`config.mk`:
```
export PLATFORM = sky130hd
export DESIGN_NAME = shift_rx100
export DESIGN_NICKNAME = d
export VERILOG_FILES = /design/src/rtl/shift_rx_pkg.sv /design/src/rtl/shift_rx_bitcnt.sv /design/src/rtl/shift_rx100.sv
export SDC_FILE = /design/constraint.sdc
export NUM_CORES = 1
export LEC_CHECK = 0
export CAP_MARGIN = 20
export CORE_ASPECT_RATIO = 0.6
export CORE_MARGIN = 4
export CORE_UTILIZATION = 46
export CTS_CLUSTER_DIAMETER = 120
export DETAILED_ROUTE_END_ITERATION = 8
export HOLD_SLACK_MARGIN = 0.02
export PLACE_DENSITY_LB_ADDON = 0.25
export SYNTH_ARGS = -nofsm -noshare
export SYNTH_HDL_FRONTEND = slang
export SYNTH_SLANG_ARGS = --single-unit
```
`constraint.sdc`:
```
create_clock -name clk -period 8.82 [get_ports clk]
set_input_delay 1.323 -clock clk [delete_from_list [all_inputs] [get_ports clk]]
set_output_delay 1.323 -clock clk [all_outputs]
set_load 0.01 [all_outputs]
```
`src/rtl/shift_rx_pkg.sv`:
```
// Shared types and constants for the shift_rx100 serial receiver.
// The PAR state is only entered when SHIFT_RX_PARITY_EN is defined.
package shift_rx_pkg;

  typedef enum logic [1:0] {
    IDLE = 2'd0,
    RECV = 2'd1,
    PAR  = 2'd2,
    FULL = 2'd3
  } state_t;

  localparam logic DIR_LSB_FIRST = 1'b0;
  localparam logic DIR_MSB_FIRST = 1'b1;

  localparam int DEFAULT_WIDTH = 100;
  localparam int DEFAULT_CNT_W = 7;

endpackage

```
`src/rtl/shift_rx_bitcnt.sv`:
```
// Bit counter for the serial receiver: clear restarts a frame, inc counts
// one accepted bit. A clear and an inc in the same cycle make that bit the
// first of the new frame. The count saturates at WIDTH so it never wraps.
module shift_rx_bitcnt #(
  parameter int WIDTH = 100,
  parameter int CNT_W = 7
) (
  input  logic clk,
  input  logic areset,
  input  logic i_clear,
  input  logic i_inc,
  output logic o_tc
);

  logic [CNT_W-1:0] r_count;
  logic [CNT_W-1:0] w_base;

  assign w_base = i_clear ? '0 : r_count;
  assign o_tc   = i_inc && (w_base == CNT_W'(WIDTH - 1));

  // Clear and/or count one bit, holding once WIDTH bits have been seen.
  always_ff @(posedge clk or posedge areset) begin
    if (areset) begin
      r_count <= '0;
    end else if (i_inc && (w_base != CNT_W'(WIDTH))) begin
      r_count <= w_base + CNT_W'(1);
    end else begin
      r_count <= w_base;
    end
  end

endmodule

```
`src/rtl/shift_rx100.sv`:
```
// Serial-to-parallel receiver for the 100-bit rotator. Collects WIDTH bits
// LSB-first or MSB-first and holds the word on a valid/ready handshake.
// Optional even-parity bit after the data: define SHIFT_RX_PARITY_EN.
module shift_rx100
  import shift_rx_pkg::*;
#(
  parameter int WIDTH = DEFAULT_WIDTH,
  parameter int CNT_W = DEFAULT_CNT_W
) (
  input  logic             clk,
  input  logic             areset,
  input  logic             start,
  input  logic             dir,
  input  logic             sin,
  input  logic             sin_valid,
  output logic [WIDTH-1:0] q,
  output logic             q_valid,
  input  logic             q_ready,
  output logic             busy,
`ifdef SHIFT_RX_PARITY_EN
  output logic             parity_err,
`endif
  output logic             overrun
);

`ifdef SHIFT_RX_PARITY_EN
  localparam state_t DATA_DONE = PAR;
`else
  localparam state_t DATA_DONE = FULL;
`endif

  state_t           r_state;
  state_t           w_nextState;
  logic [WIDTH-1:0] r_q;
  logic             r_dir;
  logic             r_qValid;
  logic             r_busy;
  logic             r_overrun;

  logic             w_startAccept;
  logic             w_shift;
  logic             w_dirUse;
  logic             w_drop;
  logic             w_tc;
  logic [WIDTH-1:0] w_shifted;

  // A start in FULL only counts when the held word is handed off that cycle.
  assign w_startAccept = start && ((r_state != FULL) || q_ready);

  // Data bits shift in while receiving, or as bit 0 of a newly accepted frame.
  assign w_shift = sin_valid && (w_startAccept || (r_state == RECV));

  // Any valid bit arriving while a word is held and no new frame starts is lost.
  assign w_drop = sin_valid && (r_state == FULL) && !w_startAccept;

  // The bit that arrives with start obeys the new direction, not the old one.
  assign w_dirUse  = w_startAccept ? dir : r_dir;
  assign w_shifted = (w_dirUse == DIR_MSB_FIRST) ? {r_q[WIDTH-2:0], sin}
                                                 : {sin, r_q[WIDTH-1:1]};

  shift_rx_bitcnt #(
    .WIDTH (WIDTH),
    .CNT_W (CNT_W)
  ) u_bitcnt (
    .clk     (clk),
    .areset  (areset),
    .i_clear (w_startAccept),
    .i_inc   (w_shift),
    .o_tc    (w_tc)
  );

  // Next-state decode; an accepted start always wins and (re)opens a frame.
  always_comb begin
    w_nextState = r_state;
    if (w_startAccept) begin
      w_nextState = w_tc ? DATA_DONE : RECV;
    end else begin
      case (r_state)
        RECV: if (w_tc) w_nextState = DATA_DONE;
`ifdef SHIFT_RX_PARITY_EN
        PAR:  if (sin_valid) w_nextState = FULL;
`endif
        FULL: if (q_ready) w_nextState = IDLE;
        default: ;
      endcase
    end
  end

  // State, registered handshake outputs, shift register and sticky overrun.
  always_ff @(posedge clk or posedge areset) begin
    if (areset) begin
      r_state   <= IDLE;
      r_q       <= '0;
      r_dir     <= DIR_LSB_FIRST;
      r_qValid  <= 1'b0;
      r_busy    <= 1'b0;
      r_overrun <= 1'b0;
    end else begin
      r_state  <= w_nextState;
      r_qValid <= (w_nextState == FULL);
      r_busy   <= (w_nextState == RECV) || (w_nextState == PAR);
      if (w_startAccept) r_dir <= dir;
      if (w_shift) r_q <= w_shifted;
      if (w_drop) r_overrun <= 1'b1;
    end
  end

`ifdef SHIFT_RX_PARITY_EN
  logic r_parityErr;

  // Even parity: the data word XOR the trailing parity bit must be zero.
  always_ff @(posedge clk or posedge areset) begin
    if (areset) begin
      r_parityErr <= 1'b0;
    end else if ((r_state == PAR) && sin_valid && !w_startAccept) begin
      r_parityErr <= (^r_q) ^ sin;
    end
  end

  assign parity_err = r_parityErr;
`endif

  assign q       = r_q;
  assign q_valid = r_qValid;
  assign busy    = r_busy;
  assign overrun = r_overrun;

endmodule

```
After elaboration in Yosys (flattened, before gate mapping)
Cells that the tools add are included.

Register bits: 113. Bits of input ports: 7. Output and inout port bits: 103.

Add/subtract/negate cells: 1. Eq/ne operators: 8. Muxes and demuxes: 9. Reduce and logical (&&, ||, !) cells: 10.

Operators by type and width (number): 100-bit 2-to-1 mux (1); 7-bit 2-to-1 mux (2); 2-bit 2-to-1 mux (4); 7-bit by 1-bit adder with 7-bit output (second input constant) (1); 7-bit equality test (second input constant) (1); 7-bit inequality test (second input constant) (1); 2-bit equality test (second input constant) (3); 1-bit logical AND (6); 2-bit by 1-bit equality test with 1-bit output (second input constant) (2); 2-bit case mux with 2 select lines (1); 1-bit logical OR (3); 2-bit inequality test (second input constant) (1); 1-bit zero test (1); 1-bit 2-to-1 mux (1).

Logic depth before layout (Yosys ltp)
Depth in word-level cells: 11. Gate-level depth with buffers: 8.

Hierarchy
A second synthesis with hierarchy kept.

Cell total of the unflattened synthesis: 631. Area, all modules: 5605.4 um^2.

By module, submodules not included: shift_rx100 (instances 1, cells each 594, area an instance 5236.3 um^2, seq. area each 2652.5 um^2); shift_rx_bitcnt (instances 1, cells each 37, area an instance 369.1 um^2, seq. area each 175.2 um^2).

Worst setup path after synthesis
OpenSTA, ideal clock, no wires.

Path kind: input port to flip-flop. Start point: input q_ready. End point: register u_bitcnt.r_count[0]. Arrival time: 2.708 ns. Setup slack: 5.990 ns. Stages: 8. Buffers on the path: 1. Path through: nand3b_1 nand2_1 clkbuf_1 nand2_1 ha_1 and2_1 a211o_1 o221a_2.

Cells in the longest elaborated chain, start to end: 6.

Ends and longest elaborated chain: start, declared (RTL line shift_rx100.sv:18) `input logic q_ready,`; 1-bit logical OR * (RTL line shift_rx100.sv:48) `assign w_startAccept = start && ((r_state != FULL) || q_ready);`; 1-bit logical AND * (RTL line shift_rx100.sv:48); branches (longest 3 deep; another with 7-bit by 1-bit adder with 7-bit output); 7-bit 2-to-1 mux * (RTL line shift_rx_bitcnt.sv:25) `end else if (i_inc && (w_base != CNT_W'(WIDTH))) begin`; end signal, assigned (RTL line shift_rx_bitcnt.sv:26) `r_count <= w_base + CNT_W'(1);`; end signal, assigned (RTL line shift_rx_bitcnt.sv:28) `r_count <= w_base;`; end, declared (RTL line shift_rx_bitcnt.sv:15) `logic [CNT_W-1:0] r_count;`.

Mark *: on every way between the ends. A chain may end at the register's enable or synchronous reset.

Worst setup path after layout
Start point: input start. End point: register r_q[46] (netlist: q[46]).

Cells in the longest elaborated chain, start to end: 3.

Ends and longest elaborated chain: start, declared (RTL line shift_rx100.sv:12) `input logic start,`; 1-bit logical AND * (RTL line shift_rx100.sv:48); 1-bit 2-to-1 mux or 1-bit logical OR (tied branches); 100-bit 2-to-1 mux or 1-bit logical AND (tied branches) (RTL line shift_rx100.sv:58, shift_rx100.sv:51); end signal, assigned (RTL line shift_rx100.sv:103) `if (w_shift) r_q <= w_shifted;`; end, declared (RTL line shift_rx100.sv:34) `logic [WIDTH-1:0] r_q;`.

Every way passes the cells marked *; elsewhere a longest branch is shown, timed or not.

==> key figures <==
Run status
  – Run status: completed

Finish
  – Nets: 711
  – Fillers: 976
  – Area Growth Syn to Fin: 28.5%
  – Diode count: 0
  – Share of layout cells above drive strength 1: 6.02%

STA
  – PnR worst setup slack: 4.54 ns
  – Max Fclk: 234 MHz
  – Setup TNS: 0 ns
  – Final hold vios: 0
  – Post-layout min period: 4.28 ns
  – RSZ-0062 raised after global routing: no
  – Worst slew margin: 26.5%
  – Setup-failing EPs final: 0
  – Slew @ Worst Pin: 1.10 ns
  – Period Utilization, post-route: 48.5%
  – Final Slew Violations: 0
  – Worst Skew: 0.00678 ns

Die
  – Die area: 0.0142 sq mm
  – Core Box Area: 0.0121 sq mm
  – I/O pin total: 110
  – Die Ht: 94.0 um
  – Initial core utilization: 47.0%
  – Row count: 31
  – Die width: 151 um

Clock network
  – Worst-case clock buffer depth: 2
  – Post-CTS Setup Inserts: 0
  – CTS Buf Count: 17
  – H-tree Lvls: 4
  – CTS tree: done
  – CTS Hold Buffers Added: 0
  – Clk sinks: 113
  – Post-cts resize count: 0
  – Worst skew pair latency: 0.41 ns
  – Root Driver: clkbuf_16
  – CTS clk-pin slew, worst paths: 0.05 ns

Detailed routing
  – Average via count per standard cell: 6.00
  – DRC: 0
  – WL final: 15100 um
  – ANT nets after route: 0
  – Via count: 5272
  – Avg WL per Cell: 17.2 um
  – DR pass1 iterations: 5
  – Number of DRC markers in iteration 0: 533

Synth
  – Ys async rst share: 100%
  – Yosys warns: 0
  – Post-synthesis cell type count: 36
  – Syn Inst Count: 638
  – Synthesized area per cell: 8.88 sq um
  – Post-synth EDFFs: 0
  – Area leader, netlist: dfrtp_1
  – Post-Synthesis Net Count: 648
  – Syn Std Cell Area: 0.00567 sq mm
  – Synth Flop Type: dfrtp_1
  – Main area contributors after synthesis: dfrtp_1, nand2_1, o211ai_1
  – Synth top area share: 49.9%
  – Synthesized flop and latch total: 113
  – Sequential share of the synthesized area: 49.9%

Global routing
  – Largest net degree at the start of global routing: 109
  – Total gr overflow: 0
  – Vias in the first global route: 4853
  – Initial antenna violation count: 0
  – First-pass GRT wire length: 24600 um
  – Global-route usage over all layers: 21.5%

Critical path
  – CP Capture Type: flop
  – CP Launch Type: primary input
  – Crit path required time: 9.05 ns
  – CP arrival: 4.51 ns
  – Critical path class: in2reg
  – Max Fanout on Critical Path: 101

Run
  – Max-cap violation count: 0

Pwr
  – Tot Pwr: 0.00138 W
  – LEAKAGE: 2.69 nW
  – Pwr Density: 189 mW/mm^2
  – Peak supply drop: 0.000148 V

Placement
  – Gpl congestion: 0.769
  – Placement Setup Slack: 4.17 ns
  – PortBufs: 109
  – DP Wirelength: 8610 um

Hold path
  – HP Class: reg2reg
==> state kept, by name, summed over array words and instances, names as in the netlist, named ones only <==
register          count
q                   100
r_state               1
r_dir                 1
busy                  1
q_valid               1
u_bitcnt.r_count      7
overrun               1
==> cells in the mapped netlist, types with 2 or more instances <==
| cell | count |
|---|---|
| a32o_1 | 2 |
| and2_1 | 3 |
| and3b_1 | 2 |
| buf_1 | 8 |
| buf_2 | 35 |
| buf_6 | 4 |
| clkbuf_1 | 23 |
| dfrtp_1 | 113 |
| ha_1 | 3 |
| inv_1 | 5 |
| mux2i_1 | 2 |
| nand2_1 | 209 |
| nand2b_1 | 2 |
| nand3_1 | 2 |
| nand4_1 | 103 |
| o211ai_1 | 100 |
| o21ai_0 | 3 |
==> critical path, cell delays in order <==
cell and delay [ns]:
clkdlybuf4s50_1 0.75, inv_1 0.16, o21ai_4 0.16, buf_4 0.80, and2_4 1.02, o211ai_1 0.23
==> cell families (layout without fill, tap and decap cells) <==
group                    after synthesis  in the layout  synth area share, %
flip-flops                           113            113                 49.9
buffers and inverters                 75            151                 6.27
adder cells (fa/ha/maj)                3              3                0.662
multiplexers                           2              2                0.353
XOR/XNOR                               2              2                0.309
AND/OR/NAND/NOR                      327            327                 27.0
AO/OA/AOI/OAI                        116            116                 15.5
==> where the power goes <==
group | switching [W] | total (W) | internal (W)
combinational | 0.0000996 | 0.000153 | 0.0000531
sequential | 0.0000251 | 0.000565 | 0.000540
clock | 0.000233 | 0.000659 | 0.000426
==> area by class of cell <==
type | count | area, sq um | area share (%)
multi-input cells | 450 | 2530 | 34.7
well taps | 165 | 206 | 2.83
repair buffers | 114 | 1130 | 15.5
flip-flops and latches | 113 | 2830 | 38.8
inverters | 5 | 21.3 | 0.292
clock inverters | 11 | 113 | 1.55
clock buffers | 21 | 460 | 6.32
==> worst paths after layout <==
check,startpoint,endpoint,slack (ns),cells past startpoint
worst min-delay path,overrun,overrun,0.48,1
worst max-delay path,start,q[46],4.54,6
max in group asynchronous,areset,q[91],6.20,3
worst max register to register,flop,q[46],5.73,5
min in group asynchronous,areset,q[63],1.34,2
worst min register to register,overrun,overrun,0.48,1
==> metrics by stage <==
stage | cells | hold slack (ns) | utilization [%] | cell area (sq um)
floorplan | 638 | 0.459 | - | 5670
global placement | 847 | 0.465 | 55.6 | 6710
detailed placement | 847 | 0.465 | 55.6 | 6710
CTS | 879 | 0.485 | 60.4 | 7290
global route | 879 | 0.494 | 60.4 | 7290
finish | 879 | 0.482 | 60.4 | 7290
==> layer usage <==
metal | part of all wire (%) | wire length (um) | track usage [%] | vias to the layer above
met5 | 0 | 0 | 0 | -
met4 | 1.3 | 197 | 7.92 | 0
met3 | 7.2 | 1090 | 5.26 | 21
met2 | 44 | 6680 | 29.7 | 209
met1 | 47 | 7130 | 32.3 | 2588
li1 | - | - | - | 2454
==> layout by cell type, fill, tap and decap left out, types with 3 or more instances in the layout <==
master,count
nand2_1,209
dfrtp_1,113
clkdlybuf4s50_1,109
nand4_1,103
o211ai_1,100
clkbuf_16,17
clkinv_2,6
buf_4,5
inv_1,4
ha_1,3
clkinvlp_4,3
(Power assumes the default switching activity.)
